==> config.mk <==
export PLATFORM = sky130hd
export DESIGN_NAME = alarm_set_ctrl
export DESIGN_NICKNAME = d
export VERILOG_FILES = /design/src/rtl/alarm_set_ctrl.sv
export SDC_FILE = /design/constraint.sdc
export NUM_CORES = 1
export LEC_CHECK = 0
export CORE_MARGIN = 1
export CORE_UTILIZATION = 50
export DETAILED_ROUTE_END_ITERATION = 8
export GPL_ROUTABILITY_DRIVEN = 0
export PLACE_DENSITY_LB_ADDON = 0.1
export SLEW_MARGIN = 20
export SYNTH_ARGS = -nofsm -noshare
export SYNTH_HDL_FRONTEND = slang
export SYNTH_SLANG_ARGS = --single-unit
==> constraint.sdc <==
create_clock -name clk -period 4 [get_ports clk]
set_input_delay 1.2 -clock clk [delete_from_list [all_inputs] [get_ports clk]]
set_output_delay 1.2 -clock clk [all_outputs]
set_load 0.03 [all_outputs]
==> src/rtl/alarm_set_ctrl.sv <==
// Alarm mode/sequencing controller: edits the stored alarm time, arms it, rings/snoozes the buzzer.
// Latency: button edits and state changes appear one cycle after the pulse; buzz/state_o/disp_alarm are registered.
// Backpressure: none; buttons are single-cycle pulses, priority btn_mode > btn_snooze > btn_inc. Option: EDIT_TIMEOUT_EN.
module alarm_set_ctrl #(
    parameter int RING_LEN     = 10,
    parameter int SNOOZE_LEN   = 20,
    parameter int MAX_SNOOZE   = 3,
    parameter int EDIT_TIMEOUT = 50
) (
    input  logic       clk,
    input  logic       rst,
    input  logic       btn_mode,
    input  logic       btn_inc,
    input  logic       btn_snooze,
    input  logic [3:0] cnt3,
    input  logic [3:0] cnt2,
    input  logic [3:0] cnt1,
    input  logic [3:0] cnt0,
    output logic [1:0] al_hr1,
    output logic [3:0] al_hr0,
    output logic [2:0] al_min1,
    output logic [3:0] al_min0,
    output logic       alarm_en,
    output logic       buzz,
    output logic [2:0] state_o,
    output logic       disp_alarm
);

    typedef enum logic [2:0] {
        IDLE     = 3'd0,
        EDIT_HR  = 3'd1,
        EDIT_MIN = 3'd2,
        RINGING  = 3'd3,
        SNOOZE   = 3'd4
    } state_t;

    // One down-counter serves both the ring and snooze periods; it only needs to hold LEN-1.
    localparam int TMAX = (RING_LEN > SNOOZE_LEN) ? RING_LEN : SNOOZE_LEN;
    localparam int TW   = (TMAX < 3) ? 1 : $clog2(TMAX);
    localparam int SW   = (MAX_SNOOZE < 1) ? 1 : $clog2(MAX_SNOOZE + 1);

    localparam logic [TW-1:0] RING_LOAD = TW'(RING_LEN - 1);
    localparam logic [TW-1:0] SNZ_LOAD  = TW'(SNOOZE_LEN - 1);
    localparam logic [SW-1:0] SNZ_MAX   = SW'(MAX_SNOOZE);

    state_t        r_state;
    state_t        w_next;
    logic [1:0]    r_al_hr1;
    logic [3:0]    r_al_hr0;
    logic [2:0]    r_al_min1;
    logic [3:0]    r_al_min0;
    logic          r_alarm_en;
    logic          r_buzz;
    logic          r_disp;
    logic          r_match_q;
    logic [TW-1:0] r_tmr;
    logic [SW-1:0] r_snooze_used;
    logic          w_match;
    logic          w_trigger;
    logic          w_inc;
    logic          w_edit_expire;

    assign w_match   = ({cnt3, cnt2, cnt1, cnt0} ==
                        {2'b00, r_al_hr1, r_al_hr0, 1'b0, r_al_min1, r_al_min0});
    // Rising edge of match only, so a whole minute of equality rings once.
    assign w_trigger = w_match & ~r_match_q & r_alarm_en & (r_state == IDLE);
    // btn_inc is dropped whenever a higher-priority button fires in the same cycle.
    assign w_inc     = btn_inc & ~btn_mode & ~btn_snooze;

`ifdef EDIT_TIMEOUT_EN
    localparam int ETW = (EDIT_TIMEOUT < 3) ? 1 : $clog2(EDIT_TIMEOUT);
    logic [ETW-1:0] r_edit_cnt;
    logic           w_any_btn;

    assign w_any_btn     = btn_mode | btn_inc | btn_snooze;
    assign w_edit_expire = ~w_any_btn && (r_edit_cnt == ETW'(EDIT_TIMEOUT - 1));

    // Idle-cycle counter for the edit states; any button restarts it.
    always_ff @(posedge clk or negedge rst) begin
        if (!rst) begin
            r_edit_cnt <= '0;
        end else if ((r_state != EDIT_HR && r_state != EDIT_MIN) || w_any_btn || w_edit_expire) begin
            r_edit_cnt <= '0;
        end else begin
            r_edit_cnt <= r_edit_cnt + ETW'(1);
        end
    end
`else
    assign w_edit_expire = 1'b0;
`endif

    // Next-state decode.
    always_comb begin
        w_next = r_state;
        case (r_state)
            IDLE: begin
                if (btn_mode)       w_next = EDIT_HR;
                else if (w_trigger) w_next = RINGING;
            end
            EDIT_HR: begin
                if (btn_mode)           w_next = EDIT_MIN;
                else if (w_edit_expire) w_next = IDLE;
            end
            EDIT_MIN: begin
                if (btn_mode || w_edit_expire) w_next = IDLE;
            end
            RINGING: begin
                if (btn_mode)                                    w_next = IDLE;
                else if (btn_snooze && (r_snooze_used < SNZ_MAX)) w_next = SNOOZE;
                else if (r_tmr == '0)                            w_next = IDLE;
            end
            SNOOZE: begin
                if (btn_mode)         w_next = IDLE;
                else if (r_tmr == '0) w_next = RINGING;
            end
            default: w_next = IDLE;
        endcase
    end

    // State register with registered outputs aligned to the state they describe.
    always_ff @(posedge clk or negedge rst) begin
        if (!rst) begin
            r_state   <= IDLE;
            r_buzz    <= 1'b0;
            r_disp    <= 1'b0;
            r_match_q <= 1'b0;
        end else begin
            r_state   <= w_next;
            r_buzz    <= (w_next == RINGING);
            r_disp    <= (w_next == EDIT_HR) || (w_next == EDIT_MIN);
            r_match_q <= w_match;
        end
    end

    // Ring/snooze period timer, reloaded on entry to each phase.
    always_ff @(posedge clk or negedge rst) begin
        if (!rst) begin
            r_tmr         <= '0;
            r_snooze_used <= '0;
        end else begin
            if (w_next == RINGING && r_state != RINGING)     r_tmr <= RING_LOAD;
            else if (w_next == SNOOZE && r_state != SNOOZE)  r_tmr <= SNZ_LOAD;
            else if (r_tmr != '0)                            r_tmr <= r_tmr - TW'(1);

            if (r_state == IDLE && w_next == RINGING)         r_snooze_used <= '0;
            else if (r_state == RINGING && w_next == SNOOZE)  r_snooze_used <= r_snooze_used + SW'(1);
        end
    end

    // Alarm time and arm flag, edited only by the buttons.
    always_ff @(posedge clk or negedge rst) begin
        if (!rst) begin
            r_al_hr1   <= 2'd0;
            r_al_hr0   <= 4'd7;
            r_al_min1  <= 3'd0;
            r_al_min0  <= 4'd0;
            r_alarm_en <= 1'b0;
        end else begin
            case (r_state)
                IDLE: begin
                    if (w_inc) r_alarm_en <= ~r_alarm_en;
                end
                EDIT_HR: begin
                    if (w_inc) begin
                        if (r_al_hr1 == 2'd2 && r_al_hr0 == 4'd3) begin
                            r_al_hr1 <= 2'd0;
                            r_al_hr0 <= 4'd0;
                        end else if (r_al_hr0 == 4'd9) begin
                            r_al_hr1 <= r_al_hr1 + 2'd1;
                            r_al_hr0 <= 4'd0;
                        end else begin
                            r_al_hr0 <= r_al_hr0 + 4'd1;
                        end
                    end
                end
                EDIT_MIN: begin
                    if (btn_mode) begin
                        r_alarm_en <= 1'b1;
                    end else if (w_inc) begin
                        if (r_al_min0 == 4'd9) begin
                            r_al_min0 <= 4'd0;
                            r_al_min1 <= (r_al_min1 == 3'd5) ? 3'd0 : r_al_min1 + 3'd1;
                        end else begin
                            r_al_min0 <= r_al_min0 + 4'd1;
                        end
                    end
                end
                default: ;
            endcase
        end
    end

    assign al_hr1     = r_al_hr1;
    assign al_hr0     = r_al_hr0;
    assign al_min1    = r_al_min1;
    assign al_min0    = r_al_min0;
    assign alarm_en   = r_alarm_en;
    assign buzz       = r_buzz;
    assign state_o    = r_state;
    assign disp_alarm = r_disp;

endmodule

# Word-level counts from Yosys, hierarchy flattened
# Index checks and enable logic that the tools add are counted.
dict set report op_classes {
  order_cmp 1
  n_reduce_logical 19
  n_eq_ne 18
  add_sub_neg 6
  muxes 24
  bitwise 9
}
# operator count
set ops {}
lappend ops {{$mux W3} 10}
lappend ops {{$eq A16 B14 Y1} 1}
lappend ops {{$mux W5} 3}
lappend ops {{$pmux W3 S5} 1}
lappend ops {{$eq A3 B2 Y1 const B} 4}
lappend ops {{$mux W4} 3}
lappend ops {{$eq A3 B3 Y1 const B} 3}
lappend ops {{$reduce_and A3 Y1} 3}
lappend ops {{$add A4 B1 Y4 const B} 2}
lappend ops {{$eq A4 B4 Y1 const B} 2}
lappend ops {{$mux W2} 4}
lappend ops {{$eq A3 B1 Y1 const B} 2}
lappend ops {{$logic_and A1 B1 Y1} 6}
lappend ops {{$reduce_bool A2 Y1} 3}
lappend ops {{$and A1 B1 Y1} 5}
lappend ops {{$logic_not A5 Y1} 1}
lappend ops {{$reduce_bool A5 Y1} 1}
lappend ops {{$sub A5 B1 Y5 const B} 1}
lappend ops {{$add A2 B1 Y2 const B} 2}
lappend ops {{$eq A4 B2 Y1 const B} 1}
lappend ops {{$ne A2 B2 Y1 const B} 2}
lappend ops {{$not A1 Y1} 4}
lappend ops {{$reduce_and A4 Y1} 1}
lappend ops {{$add A3 B1 Y3 const B} 1}
lappend ops {{10 further kinds} 11}
dict set report totals {
  reg_bits 27
  input_bits 21
  out_inout_bits 19
}

# Longest topological paths before layout
# Gate-level depths: netlist (run 1).
dict set report logic_depth {
  ltp_word 11
  depth_mapped 7
}

# Least setup slack after synthesis (run 1)
# Ideal clock, no wire load.
dict set report synth_timing {
  kind {input port to flip-flop}
  startpoint {input cnt1[3]}
  endpoint {register r_tmr[1]}
  setup_slack_ns 1.498
  required_ns 3.863
  n_path_buf 0
  cell_stages 5
  arrival_time_ns 2.365
  cell_sequence {or3_1 nor4_2 nand4_2 a21oi_2 a31oi_1}
}
dict set report synth_between {
  elab_chain_len 11
}
# item line_no
set synth_lines {}
lappend synth_lines {{from (decl)} 17} ;# input logic [3:0] cnt1,
lappend synth_lines {{$eq A16 B14 Y1 *} 63} ;# assign w_match = ({cnt3, cnt2, cnt1, cnt0} ==
lappend synth_lines {{$and A1 B1 Y1 * (3 in a row)} 66} ;# assign w_trigger = w_match & ~r_match_q & r_alarm_en & (r_state == IDLE);
lappend synth_lines {{$mux W3 *} 98} ;# else if (w_trigger) w_next = RINGING;
lappend synth_lines {{$mux W3 *} 97} ;# if (btn_mode) w_next = EDIT_HR;
lappend synth_lines {{$pmux W3 S5 *} 95} ;# case (r_state)
lappend synth_lines {{net w_next[1]} 47} ;# state_t w_next;
lappend synth_lines {{$eq A3 B3 Y1} 142} ;# else if (w_next == SNOOZE && r_state != SNOOZE) r_tmr <= SNZ_LOAD;
lappend synth_lines {{$logic_and A1 B1 Y1} 142}
lappend synth_lines {{$mux W5} 142}
lappend synth_lines {{$mux W5} 141} ;# if (w_next == RINGING && r_state != RINGING) r_tmr <= RING_LOAD;
lappend synth_lines {{to (signal assigned)} 143} ;# else if (r_tmr != '0) r_tmr <= r_tmr - TW'(1);
lappend synth_lines {{to (decl)} 56} ;# logic [TW-1:0] r_tmr;
# The timed path passes the listed nets; every way through them passes the cells marked *.
# A chain may end at the register's enable or synchronous reset.

# Worst setup path after layout (run 1)
dict set report layout_timing {
  startpoint {register r_state[1] (netlist: state_o[1])}
  endpoint {output state_o[1]}
}
# item line_no
set layout_lines {}
lappend layout_lines {{from (decl)} 46} ;# state_t r_state;
lappend layout_lines {{from (signal assigned)} 128} ;# r_state <= w_next;
lappend layout_lines {{to (decl)} 25} ;# output logic [2:0] state_o,
# No word-level cell between the ends.

==> results.tsv, run 1 <==
stage	metric	value	unit
worst_setup_path	flop-to-flop setup slack	1.78	ns
worst_setup_path	startpoint types	register	
die	initial standard-cell utilization of the core	54.0	%
drt	vias per inst	5.58	
hold_path	cell count of the worst hold path	1	
final_layout	commonest cells after routing, fill and taps aside	sky130_fd_sc_hd__clkdlybuf4s50_1, sky130_fd_sc_hd__dfrtp_1, sky130_fd_sc_hd__xor2_1	
timing	worst clock skew on the final layout	0.0101	ns
clock_network	htree depth	1	
grt	number of global-route vias before repair	1359	
clock_network	TritonCTS buffer count	3	
final_layout	area of all placed cells without fillers	0.00213	mm²
final_layout	post-layout util	68.7	%
outcome	run status	finished clean	
grt	GR Util All Layers	22.9	%
synthesis	average footprint of a synthesized cell	10.0	µm²
place	Final HPWL DP	2710	µm
synthesis	instance count of the mapped netlist	167	
clock_network	hold-fix buffers at CTS	0	
final_layout	leading cell type in the layout, fill and taps excluded	sky130_fd_sc_hd__clkdlybuf4s50_1	
worst_setup_path	peak per-stage delay on the critical path	0.76	ns
place	number of buffers added on ports	39	
power_and_ir_drop	worst voltage drop across the vdd grid	0.395	mV
power_and_ir_drop	PwrDens	620	mW/mm²
clock_network	Max Root-Sink Buffers	2	
final_layout	flip-flop and latch area	679	µm²
timing	number of pins exceeding their max-slew limit in the final report	0	
synthesis	share of synthesized registers carrying an async set or reset	100	%
worst_setup_path	CP max FO	16	
final_layout	multi-input logic area	957	µm²
worst_setup_path	crit path cell chain	clkdlybuf4s50_1	
die	Total Die Area	0.00358	mm²
timing	Slew headroom	60.2	%
worst_setup_path	endpoint required time on the critical path	2.80	ns
synthesis	number of enable flip-flop cells after synthesis	0	
clock_network	Setup Buffers After CTS	0	
worst_setup_path	CP Data Arrival Time	1.77	ns
clock_network	quantity of gates resized following cts	0	
synthesis	post-synth net total	193	
drt	total wirelength of the detailed-routed design	3610	µm
power_and_ir_drop	Net Switching	0.587	mW
timing	final clock period utilization by the worst path	74.2	%
final_layout	final-layout fill cell count	259	
drt	Via Count	1394	
die	Die Width	59.9	µm
drt	post-route ant nets	0	
grt	antenna violations before repair	0	
power_and_ir_drop	Total Power	1.32	mW
place	Placement Cell Area	0.00210	mm²
power_and_ir_drop	P_leak	0.890	nW
drt	DRT Pass-1 Iters	4	
timing	actual slew at the worst max-slew pin	0.595	ns
clock_network	post-CTS clock slew at the launch and capture registers of the worst setup and hold paths	0.16	ns
worst_setup_path	Worst path slowest cell	sky130_fd_sc_hd__clkdlybuf4s50_1	
place	pre-CTS setup slack	0.824	ns
grt	global route overflow	0	
power_and_ir_drop	share of total power in sequential cells	38.6	%
worst_setup_path	beginning of the worst register-to-register path	r_tmr[0]	
clock_network	CTS tree	yes	
worst_setup_path	capture instance of the worst register-to-register path	r_tmr[3]	
power_and_ir_drop	switching fraction of total power	44.4	%
final_layout	net total in the final layout	233	
hold_path	Worst Hold Endpoint	al_hr0[2]	
worst_setup_path	CP bufs+invs	1	
power_and_ir_drop	Internal	0.735	mW
timing	crit path time final	2.97	ns
grt	maximum number of pins on one net before global-route repair	28	
grt	first-pass GRT wire length	6080	µm
clock_network	number of clock sinks seen by CTS	27	
clock_network	CTS root buf	sky130_fd_sc_hd__clkbuf_4	
die	vertical extent of the die	59.9	µm
drt	DRC errors left	0	
drt	Initial DRC Count	90	
synthesis	count of state elements after synthesis	27	
synthesis	Post-Syn Area	0.00167	mm²
power_and_ir_drop	relative contribution of combinational cells to total power	52.2	%
worst_setup_path	Worst R2R Path Depth	7	
die	number of cell rows	20	
hold_path	worst min path class	reg2reg	
worst_setup_path	CP endpoint kind	output port	
drt	wire length per cell after detailed routing	14.4	µm
die	I/O pin count	40	
power_and_ir_drop	power share of the clock group	9.2	%
die	core box area	0.00310	mm²
final_layout	ANT cells	0	
final_layout	layout cell share with drive strength beyond 1	9.71	%
final_layout	area added between synthesis and finish	27.4	%
hold_path	Hold Startpoint	al_hr0[2]	
timing	min setup slack post-route	1.03	ns
worst_setup_path	kind of critical path	reg2out	
synthesis	fraction of the yosys area taken by sequential cells	40.6	%
timing	final hold viol count	0	
worst_setup_path	crit-path leading delay family	buffers and inverters	
synthesis	number of different library cells in the post-synthesis netlist	46	
clock_network	source-to-sink clock delay at the later pin of the worst-skew pair	0.33	ns
flow_run	MaxCap Viol Count	0	
timing	highest attainable clock frequency	0.337	GHz
timing	final setup violation count	0	
timing	TNS Setup	0	ns
synthesis	yosys synthesis warning count	0	
timing	unrepaired setup endpoints after global routing	false	
synthesis	Top FF cell, synth	sky130_fd_sc_hd__dfrtp_1	
cells in the mapped netlist, drive strengths merged (3+ instances only):
master	number	area [µm²]
dfrtp	24	601
xor2	13	114
nand2	12	45.0
a21oi	10	53.8
xnor2	9	78.8
nor2	8	30.0
o21ai	8	43.8
nor2b	7	43.8
nor3	7	35.0
a31oi	6	52.6
ha	5	62.6
inv	4	15.0
nand3	4	20.0
a21o	3	22.5
and2	3	18.8
buf	3	15.0
dfstp	3	78.8
nand2b	3	18.8
nor3b	3	22.5
nor4	3	31.3
or3	3	20.0
power groups by stage:
stage	combinational (mW)	clock (mW)	sequential, mW
floorplan	0.399	0	0.578
global placement	0.674	0	0.509
detailed placement	0.692	0	0.515
CTS	0.696	0.129	0.510
global route	0.758	0.139	0.529
finish	0.690	0.122	0.510
flip-flops by register name (all words and copies together) (netlist names):
name,flops
r_snooze_used,2
al_min0,4
r_tmr,5
al_min1,3
disp_alarm,1
state_o,3
al_hr0,4
alarm_en,1
al_hr1,2
buzz,1
r_match_q,1
worst max path at each step:
| stage | from | endpoint | slack (ns) | cells after the start |
|---|---|---|---|---|
| after floorplan | cnt1[3] | r_tmr[1] | 1.50 | 5 |
| after global placement | cnt1[2] | r_tmr[1] | 0.91 | 6 |
| after detailed placement | btn_mode | al_min1[2] | 0.82 | 6 |
| after CTS | state_o[1] | state_o[1] | 1.04 | 1 |
| after global routing | state_o[1] | state_o[1] | 0.95 | 1 |
| final | state_o[1] | state_o[1] | 1.03 | 1 |
per-stage QoR:
| stage | hold WS (ns) | cells |
|---|---|---|
| 5_1_grt | 0.592 | 250 |
| 3_3_place_gp | 0.526 | 246 |
| 4_1_cts | 0.575 | 250 |
| 6_report | 0.571 | 250 |
| 2_1_floorplan | 0.528 | 167 |
| 3_5_place_dp | 0.553 | 246 |
kinds of logic (layout without fill, tap and decap cells):
logic type               after synthesis  after routing  synth area share [%]
AND/OR/NAND/NOR                       65             65                  24.7
AO/OA/AOI/OAI                         36             36                  15.3
flip-flops                            27             27                  40.6
XOR/XNOR                              22             22                  11.5
buffers and inverters                  9             48                  2.24
adder cells (fa/ha/maj)                5              5                  3.74
multiplexers                           3              3                  1.94
final cells by class:
cell class | instances | area share (%)
Clock buffer | 3 | 1.06
Clock inverter | 1 | 0.235
Inverter | 4 | 0.704
Multi-Input combinational cell | 131 | 44.9
Sequential cell | 27 | 31.9
Tap cell | 44 | 2.58
Timing Repair Buffer | 40 | 18.7
worst register-to-register path, delay by kind of cell (launching register included):
family          cells  cell delay (ns)
compound gates      4             0.91
simple gates        1             0.52
fa+ha+maj           1             0.19
buf+inv             1             0.11
flops               1             0.41
routing by layer:
metal | GRT usage (%) | vias to the layer above | wire length, µm
met5 | 0 | - | 0
met3 | 2.38 | 6 | 226
met1 | 30.7 | 673 | 1610
met4 | 8.97 | 0 | 47
met2 | 37.9 | 36 | 1730
li1 | - | 679 | -
Note: power is estimated with default switching activity, not from simulation.
==> run 2: changes to the inputs <==
CORE_UTILIZATION = 49   (was 50)
clock period = 2.75 ns   (was 4 ns; I/O delays follow)
==> run 2 against run 1 <==
  * Die area is 2.0% higher
  * Worst setup slack got worse by 0.75 ns
  * Routed wire length shrank 0.53%
  * Global-route usage shrank 0.85 points
  * Count of clock-buffer cells in the layout up 1
  * Clock skew is 0.0067 ns lower
  * Cell count grew 3.2%
  * Clock power increased by 39%
  * Non-clock buffer count is 8 higher
  * Worst hold slack worse by 0.021 ns
  * Critical endpoint is now al_hr0[2]
==> results.tsv, run 2 (synthesized netlist as in run 1, its figures left out) <==
stage	metric	value	unit	change
timing	final hold viol count	0		unchanged
drt	total wirelength of the detailed-routed design	3590	µm	-0.53%
timing	final clock period utilization by the worst path	89.9	%	
drt	DRC errors left	0		unchanged
clock_network	Setup Buffers After CTS	0		unchanged
timing	Slew headroom	69.4	%	+9.2 points
final_layout	flip-flop count of the largest register, all copies and words added	5		unchanged
final_layout	commonest cells after routing, fill and taps aside	sky130_fd_sc_hd__clkdlybuf4s50_1, sky130_fd_sc_hd__dfrtp_1, sky130_fd_sc_hd__xor2_1		
final_layout	flip-flop and latch area	679	µm²	unchanged
grt	GR Util All Layers	22.1	%	-0.85 points
drt	wire length per cell after detailed routing	13.9	µm	-3.6%
die	number of cell rows	20		unchanged
power_and_ir_drop	Total Power	1.96	mW	+48%
timing	number of pins exceeding their max-slew limit in the final report	0		unchanged
place	Final HPWL DP	2840	µm	+4.6%
clock_network	TritonCTS buffer count	3		unchanged
drt	DRT Pass-1 Iters	5		+1
worst_setup_path	CP bufs+invs	1		unchanged
grt	number of global-route vias before repair	1398		+2.9%
power_and_ir_drop	worst voltage drop across the vdd grid	0.495	mV	+25%
final_layout	multi-input logic area	957	µm²	unchanged
grt	first-pass GRT wire length	6070	µm	about the same
timing	highest attainable clock frequency	0.405	GHz	
die	initial standard-cell utilization of the core	53.1	%	-0.86 points
hold_path	worst min path class	reg2reg		
timing	crit path time final	2.47	ns	
timing	final setup violation count	0		unchanged
grt	maximum number of pins on one net before global-route repair	28		unchanged
timing	actual slew at the worst max-slew pin	0.458	ns	-0.137 ns
final_layout	net total in the final layout	241		+3.4%
worst_setup_path	Worst path slowest cell	sky130_fd_sc_hd__clkdlybuf4s50_1		
clock_network	CTS root buf	sky130_fd_sc_hd__clkbuf_4		
die	I/O pin count	40		unchanged
grt	global route overflow	0		unchanged
clock_network	number of clock sinks seen by CTS	27		unchanged
final_layout	area added between synthesis and finish	30.9	%	
power_and_ir_drop	PwrDens	894	mW/mm²	+44%
clock_network	CTS tree	yes		
worst_setup_path	CP endpoint kind	output port		
final_layout	final-layout fill cell count	266		+2.7%
outcome	run status	finished clean		
flow_run	MaxCap Viol Count	0		unchanged
timing	TNS Setup	0	ns	unchanged
drt	post-route ant nets	0		unchanged
timing	unrepaired setup endpoints after global routing	false		
clock_network	htree depth	1		unchanged
worst_setup_path	kind of critical path	reg2out		
drt	Initial DRC Count	65		-28%
final_layout	register ranked first by flip-flop count	r_tmr		
timing	final worst hold slack	0.550	ns	-0.0211 ns
worst_setup_path	crit-path leading delay family	buffers and inverters		
die	core box area	0.00315	mm²	+1.6%
place	number of buffers added on ports	39		unchanged
worst_setup_path	startpoint types	register		
die	Total Die Area	0.00365	mm²	+2.0%
die	vertical extent of the die	60.5	µm	+0.98%
drt	Via Count	1411		+1.2%
worst_setup_path	CP Data Arrival Time	1.65	ns	-0.12 ns
final_layout	ANT cells	0		unchanged
worst_setup_path	crit path cell chain	clkdlybuf4s50_1		
clock_network	Max Root-Sink Buffers	2		unchanged
worst_setup_path	endpoint required time on the critical path	1.93	ns	-0.87 ns
final_layout	layout cell share with drive strength beyond 1	12.6	%	+2.9 points
drt	vias per inst	5.47		-1.9%
worst_setup_path	peak per-stage delay on the critical path	0.69	ns	-0.07 ns
final_layout	leading cell type in the layout, fill and taps excluded	sky130_fd_sc_hd__clkdlybuf4s50_1		
die	Die Width	60.5	µm	+0.98%
timing	worst clock skew on the final layout	0.00338	ns	-0.00675 ns
clock_network	source-to-sink clock delay at the later pin of the worst-skew pair	0.32	ns	about the same
worst_setup_path	CP max FO	7		-9
grt	antenna violations before repair	0		unchanged
clock_network	hold-fix buffers at CTS	0		unchanged
power_and_ir_drop	P_leak	0.929	nW	+4.3%
clock_network	quantity of gates resized following cts	0		unchanged
clock_network	post-CTS clock slew at the launch and capture registers of the worst setup and hold paths	0.14	ns	-0.02 ns
run 2: cell count changes in the layout (fill, tap and decap cells not counted):
cell	change
sky130_fd_sc_hd__clkinv_2	-1
sky130_fd_sc_hd__clkbuf_1	+1
sky130_fd_sc_hd__buf_4	+8
run 2: path summary, 6_finish.rpt:
check | startpoint | endpoint | slack, ns | depth (start not counted)
setup / recovery | al_hr0[2] | al_hr0[2] | 0.28 | 1
hold / removal | al_min1[0] | al_min1[0] | 0.55 | 1
setup reg to reg | r_tmr[0] | r_tmr[0] | 0.63 | 7
hold reg to reg | al_min1[0] | al_min1[0] | 0.55 | 1
max in group asynchronous | rst | al_hr0[1] | 1.59 | 2
min in group asynchronous | rst | alarm_en | 0.85 | 2
run 2: cell type report:
class / count / share of cell area, %
timing repair buffer: 48 / 20.9
multi-input combinational: 131 / 43.7
sequential: 27 / 31.0
tap: 44 / 2.51
inverter: 4 / 0.685
clock buffer: 4 / 1.20
run 2: metal layers:
| metal | vias to the layer above | track usage (%) | routed length (µm) | part of all wire (%) |
|---|---|---|---|---|
| li1 | 695 | - | - | - |
| met1 | 672 | 30.4 | 1700 | 47 |
| met2 | 40 | 35.8 | 1730 | 48 |
| met3 | 4 | 3.41 | 133 | 3.7 |
| met4 | 0 | 7.14 | 28 | 0.78 |
| met5 | - | 0 | 0 | 0 |
run 2: report_power, final:
group | total, mW | internal (mW) | switching (mW) | leakage, nW
combinational | 1.07 | 0.501 | 0.566 | 0.577
sequential | 0.720 | 0.543 | 0.177 | 0.336
clock | 0.170 | 0.0567 | 0.114 | 0.0150
total | 1.96 | 1.10 | 0.857 | 0.929
run 2: per-stage QoR:
step	std cells	util (%)	setup WS (ns)	instance area [µm²]
6_report	258	69.5	0.278	2190
3_5_place_dp	254	68.7	0.0195	2160
4_1_cts	258	69.5	0.267	2190
3_3_place_gp	254	68.7	0.0735	2160
5_1_grt	258	69.5	0.214	2190
2_1_floorplan	167	-	0.623	1670
==> variant 1, RTL diff (settings of run 1) <==
Change the parameter `MAX_SNOOZE` from 3 to 6.
--- a/src/rtl/alarm_set_ctrl.sv
+++ b/src/rtl/alarm_set_ctrl.sv
@@ -6,3 +6,3 @@
     parameter int SNOOZE_LEN   = 20,
-    parameter int MAX_SNOOZE   = 3,
+    parameter int MAX_SNOOZE   = 6,
     parameter int EDIT_TIMEOUT = 50
Formal check against the unedited RTL: same outputs for any inputs over 10 cycles, from zero or initial values and one cycle with rst low; that may be too few to reach the edited logic, so the function may still have changed.
==> variant 1 against run 1 <==
Sequential cell count grew 1. Cell area grew 4.0%. Total power shrank 3.3%. Hold slack lost 33 ps. Register-to-register slack gained 70 ps. Worst setup slack lost 110 ps. Wire length grew 4.4%. Largest cell class unchanged. Clock power grew 15%. Highest routed layer unchanged. Utilization shrank 2.7 points. Critical endpoint is now state_o[0]. Synthesized area grew 5.5%. Synthesized cell count grew 8.4%. Via count grew 5.2%.
==> variant 1: results (changes against run 1) <==
- Status: finished clean
- Max_slew headroom: 0.591 (-0.0112)
- Share of layout cells above drive strength 1: 0.0826 (-0.0145)
- Ys Warns: 0 (unchanged)
- Seq/Total Area, Yosys: 0.399 (-0.00682)
- Hold Slack: 538 ps (-33.3 ps)
- Hold Path Depth: 2 (+1)
- Port Buffers: 39 (unchanged)
- Worst-path clk slew: 160 ps (about the same)
- Synth cell count leaders: dfrtp_1, xnor2_1, nand2_1, nor2_1, o21ai_0
- Final wirelength: 3.77 mm (+4.4%)
- Mapped Nets: 207 (+7.3%)
- Placed Cells: 260 (+5.7%)
- Min-Delay Startpoint: al_hr0[1]
- Largest net degree at the start of global routing: 29 (+3.6%)
- Net count, final: 245 (+5.2%)
- Initial drt markers: 115 (+28%)
- Vias in the first global route: 1492 (+9.8%)
- Crit-path max FO: 17 (+1)
- Crit path DAT: 1880 ps (+110 ps)
- Hpwl dp: 2.89 mm (+6.7%)
- Global-route wire length before repair: 6.60 mm (+8.6%)
- R2r setup slk: 1850 ps (+70 ps)
- # fillers: 308 (+19%)
- Hold EP: al_hr0[1]
- Syn_area_per_cell: 9.75 sq um (-2.7%)
- Drt via density: 5.56 (-0.34%)
- GRT Resource Usage Total: 0.235 (+0.00608)
- Layout Skew: 5.68 ps (-4.45 ps)
- Max VDD drop: 0.341 mV (-14%)
- Leak pwr: 0.000898 uW (+0.82%)
- Routed length per instance: 14.3 um (-1.1%)
- Terminus of the critical flop-to-flop path: disp_alarm
- Post-Place Worst Slack: 726 ps (-97.8 ps)
- Top cells by area, synth: dfrtp_1, xnor2_1, dfstp_2, nand2_1, ha_1
- Post-CTS setup buffer count: 0 (unchanged)
- Max H-tree Level: 1 (unchanged)
- Crit-path max cell delay: 790 ps (+30 ps)
- Synth unique cells: 50 (+8.7%)
[variant 1: changes by cell type after synthesis, sizes merged, moves of 4 or more]
| cell | change |
|---|---|
| inv | +4 |
| xnor2 | +9 |
| nor2 | +7 |
| xor2 | -10 |
| nand2 | +5 |
| a31oi | -5 |
[variant 1: per-layer routing]
metal  track usage  wire, um
met2         0.408      1960
met1         0.303      1640
met3        0.0357       143
met4        0.0698        35
met5             0         0
[variant 1: worst reg2reg max path, stage by stage, from the launching register on]
cell      delay [ps]
dfrtp_1          430
inv_1            110
ha_1             190
nor4b_4          440
or2_1            200
nor4b_1           60
a221oi_1         460
a31oi_1          140
[variant 1: stage by stage]
stage | utilization | area, sq um
2_1_floorplan | - | 1770
3_3_place_gp | 0.649 | 2180
3_5_place_dp | 0.649 | 2180
4_1_cts | 0.660 | 2220
5_1_grt | 0.660 | 2220
6_report | 0.660 | 2220
[variant 1: final cells by class]
cell class / instances / area share
Inverter: 8 / 0.0135
Sequential cell: 28 / 0.318
Tap cell: 46 / 0.0259
Timing Repair Buffer: 40 / 0.179
Multi-Input combinational cell: 138 / 0.447
Clock buffer: 4 / 0.0164
[variant 1: kinds of logic after synthesis]
group,after synthesis,synth area share
and+or+nand+nor,72,0.262
AOI/OAI and AO/OA,39,0.155
DFF,28,0.399
xor gates and xnor gates,21,0.104
buffers and inverters,15,0.0390
adders and majority gates,5,0.0354
muxes,1,0.00567
[variant 1: power breakdown]
part,internal (uW),switching (uW)
Combinational,293,323
Sequential,377,145
Clock,55.7,84.6
[variant 1: worst max-delay path by stage]
| stage | from | depth (start not counted) | end | slack, ps |
|---|---|---|---|---|
| after floorplan | btn_mode | 5 | al_min1[2] | 1580 |
| after global placement | btn_mode | 6 | al_min1[1] | 810 |
| after detailed placement | btn_mode | 6 | al_min1[2] | 730 |
| after CTS | state_o[0] | 1 | state_o[0] | 920 |
| after global routing | state_o[0] | 1 | state_o[0] | 860 |
| final | state_o[0] | 1 | state_o[0] | 920 |
==> variant 2, RTL diff (flow settings as in run 1) <==
Without the edit above. Put one more register stage on the output `disp_alarm`. The value now appears one clock later. The other outputs are not delayed to match. Comments in the files are not updated.
--- a/src/rtl/alarm_set_ctrl.sv
+++ b/src/rtl/alarm_set_ctrl.sv
@@ -199,3 +199,5 @@
     assign state_o    = r_state;
-    assign disp_alarm = r_disp;
+    always_ff @(posedge clk) begin
+        disp_alarm <= r_disp;
+    end
 
Behaviour: not the same (a bounded check fails within 4 cycles, from zero or initial values and one cycle with rst low).
==> variant 2 against run 1 <==
Worst setup slack got worse by 26 ps. Total power rose by 8.3%. Cell area rose by 5.0%. Synthesized area rose by 5.4%. Maximum frequency fell by 0.88%. Sequential cell count rose by 1. Register-to-register slack improved by 90 ps. Count of clock-buffer cells in the layout did not move. Wire length rose by 2.2%.
==> variant 2: results (changes against run 1) <==
- Crit-path max cell delay: 770 ps
- GRT Resource Usage Total: 0.215 (-0.0136)
- Max H-tree Level: 1 (unchanged)
- Worst-path clk slew: 160 ps (about the same)
- Vias in the first global route: 1300 (-4.3%)
- Biggest register: r_tmr
- Mapped Nets: 195 (+1.0%)
- Post-Place Worst Slack: 856 ps (+31.6 ps)
- Net count, final: 235 (+0.86%)
- CTS root buf: clkbuf_4
- Post-CTS setup buffer count: 0 (unchanged)
- Antenna Cells: 0 (unchanged)
- Clk_lat worst skew: 340 ps
- Reg2reg path depth: 8 (+1)
- Drt via density: 5.44 (-2.4%)
- Net Sw Power: 613 uW (+4.4%)
- Initial antenna violation count: 0 (unchanged)
- # resized after CTS: 0 (unchanged)
- Fraction of registers with async set/reset: 0.964 (-0.0357)
- Seq/Total Area, Yosys: 0.396 (-0.00938)
- Largest net degree at the start of global routing: 28 (unchanged)
- Share of layout cells above drive strength 1: 0.101 (+0.00387)
- Ys Warns: 0 (unchanged)
- Crit path DAT: 1790 ps (+20 ps)
- Drt pass-1 iters: 4 (unchanged)
- Status: finished clean
- Leak pwr: 0.000937 uW (+5.3%)
- Max stage delay cell, worst path: clkdlybuf4s50_1
- Max reg flops: 5 (unchanged)
- Final wirelength: 3.69 mm (+2.2%)
- Synth unique cells: 50 (+8.7%)
- Layout Skew: 4.40 ps (-5.73 ps)
- Initial drt markers: 98 (+8.9%)
- Crit-path max FO: 16 (unchanged)
- CTS Buffer Depth: 2 (unchanged)
- Slew @ Worst Pin: 497 ps (-97.5 ps)
- Hpwl dp: 2.81 mm (+3.8%)
- Hold WC Path Type: reg2reg
- Hold Path Depth: 0 (-1)
- Top cells by area, synth: dfrtp_1, xor2_1, dfstp_2, xnor2_1, nor4_4
- Max VDD drop: 0.372 mV (-5.7%)
- Crit path max-delay family: buffers and inverters
- Synth cell count leaders: dfrtp_1, xor2_1, nand2_1, nor2_1
- Num CTS Buffers: 3 (unchanged)
- Port Buffers: 39 (unchanged)
- Global-route wire length before repair: 5.86 mm (-3.6%)
==> variant 2: cells by family (layout without fill, tap and decap cells) <==
kind of cell    Yosys count  after routing  share of synthesized area
mux                       3              3                     0.0184
xor+xnor                 21             21                      0.109
buf+inv                  10             49                     0.0319
compound gates           36             36                      0.149
simple gates             66             66                      0.260
flops                    28             28                      0.396
fa+ha+maj                 5              5                     0.0355
==> variant 2: stage by stage <==
| step | area, sq um | util | cells | power (uW) |
|---|---|---|---|---|
| after floorplan | 1760 | - | 169 | 1010 |
| after global placement | 2190 | 0.650 | 250 | 1210 |
| after detailed placement | 2190 | 0.650 | 250 | 1240 |
| after CTS | 2240 | 0.666 | 254 | 1440 |
| after global routing | 2240 | 0.666 | 254 | 1530 |
| final | 2240 | 0.666 | 254 | 1430 |
==> variant 2: final timing paths <==
kind / start / end / slack, ps
max in group asynchronous: rst / al_hr0[2] / 2490
max reg2reg: r_tmr[1] / r_tmr[0] / 1870
min reg2reg: r_disp / disp_alarm / 370
max: state_o[1] / state_o[1] / 1010
min: r_disp / disp_alarm / 370
min in group asynchronous: rst / alarm_en / 1200
==> variant 2: metal layers <==
metal	routed length [um]	part of all wire	vias to the layer above	GRT usage
li1	-	-	681	-
met1	1630	0.44	662	0.278
met2	1860	0.50	36	0.363
met3	152	0.041	4	0.0315
met4	53	0.014	0	0.0889
met5	0	0	-	0
==> variant 2: cell type report <==
class                      instances  area, sq um
clock inverter                     1         30.0
multi-input combinational        131         1010
fill                             286         1120
clock buffer                       3         22.5
inverter                           4         15.0
sequential                        28          699
timing repair buffer              41          405
tap                               46         57.6
==> variant 2: power by group through the flow <==
stage	logic (uW)	registers (uW)	clock network (uW)
after floorplan	421	594	0
after global placement	693	520	0
after detailed placement	715	529	0
after CTS	719	522	194
after global routing	785	541	205
final	715	523	193
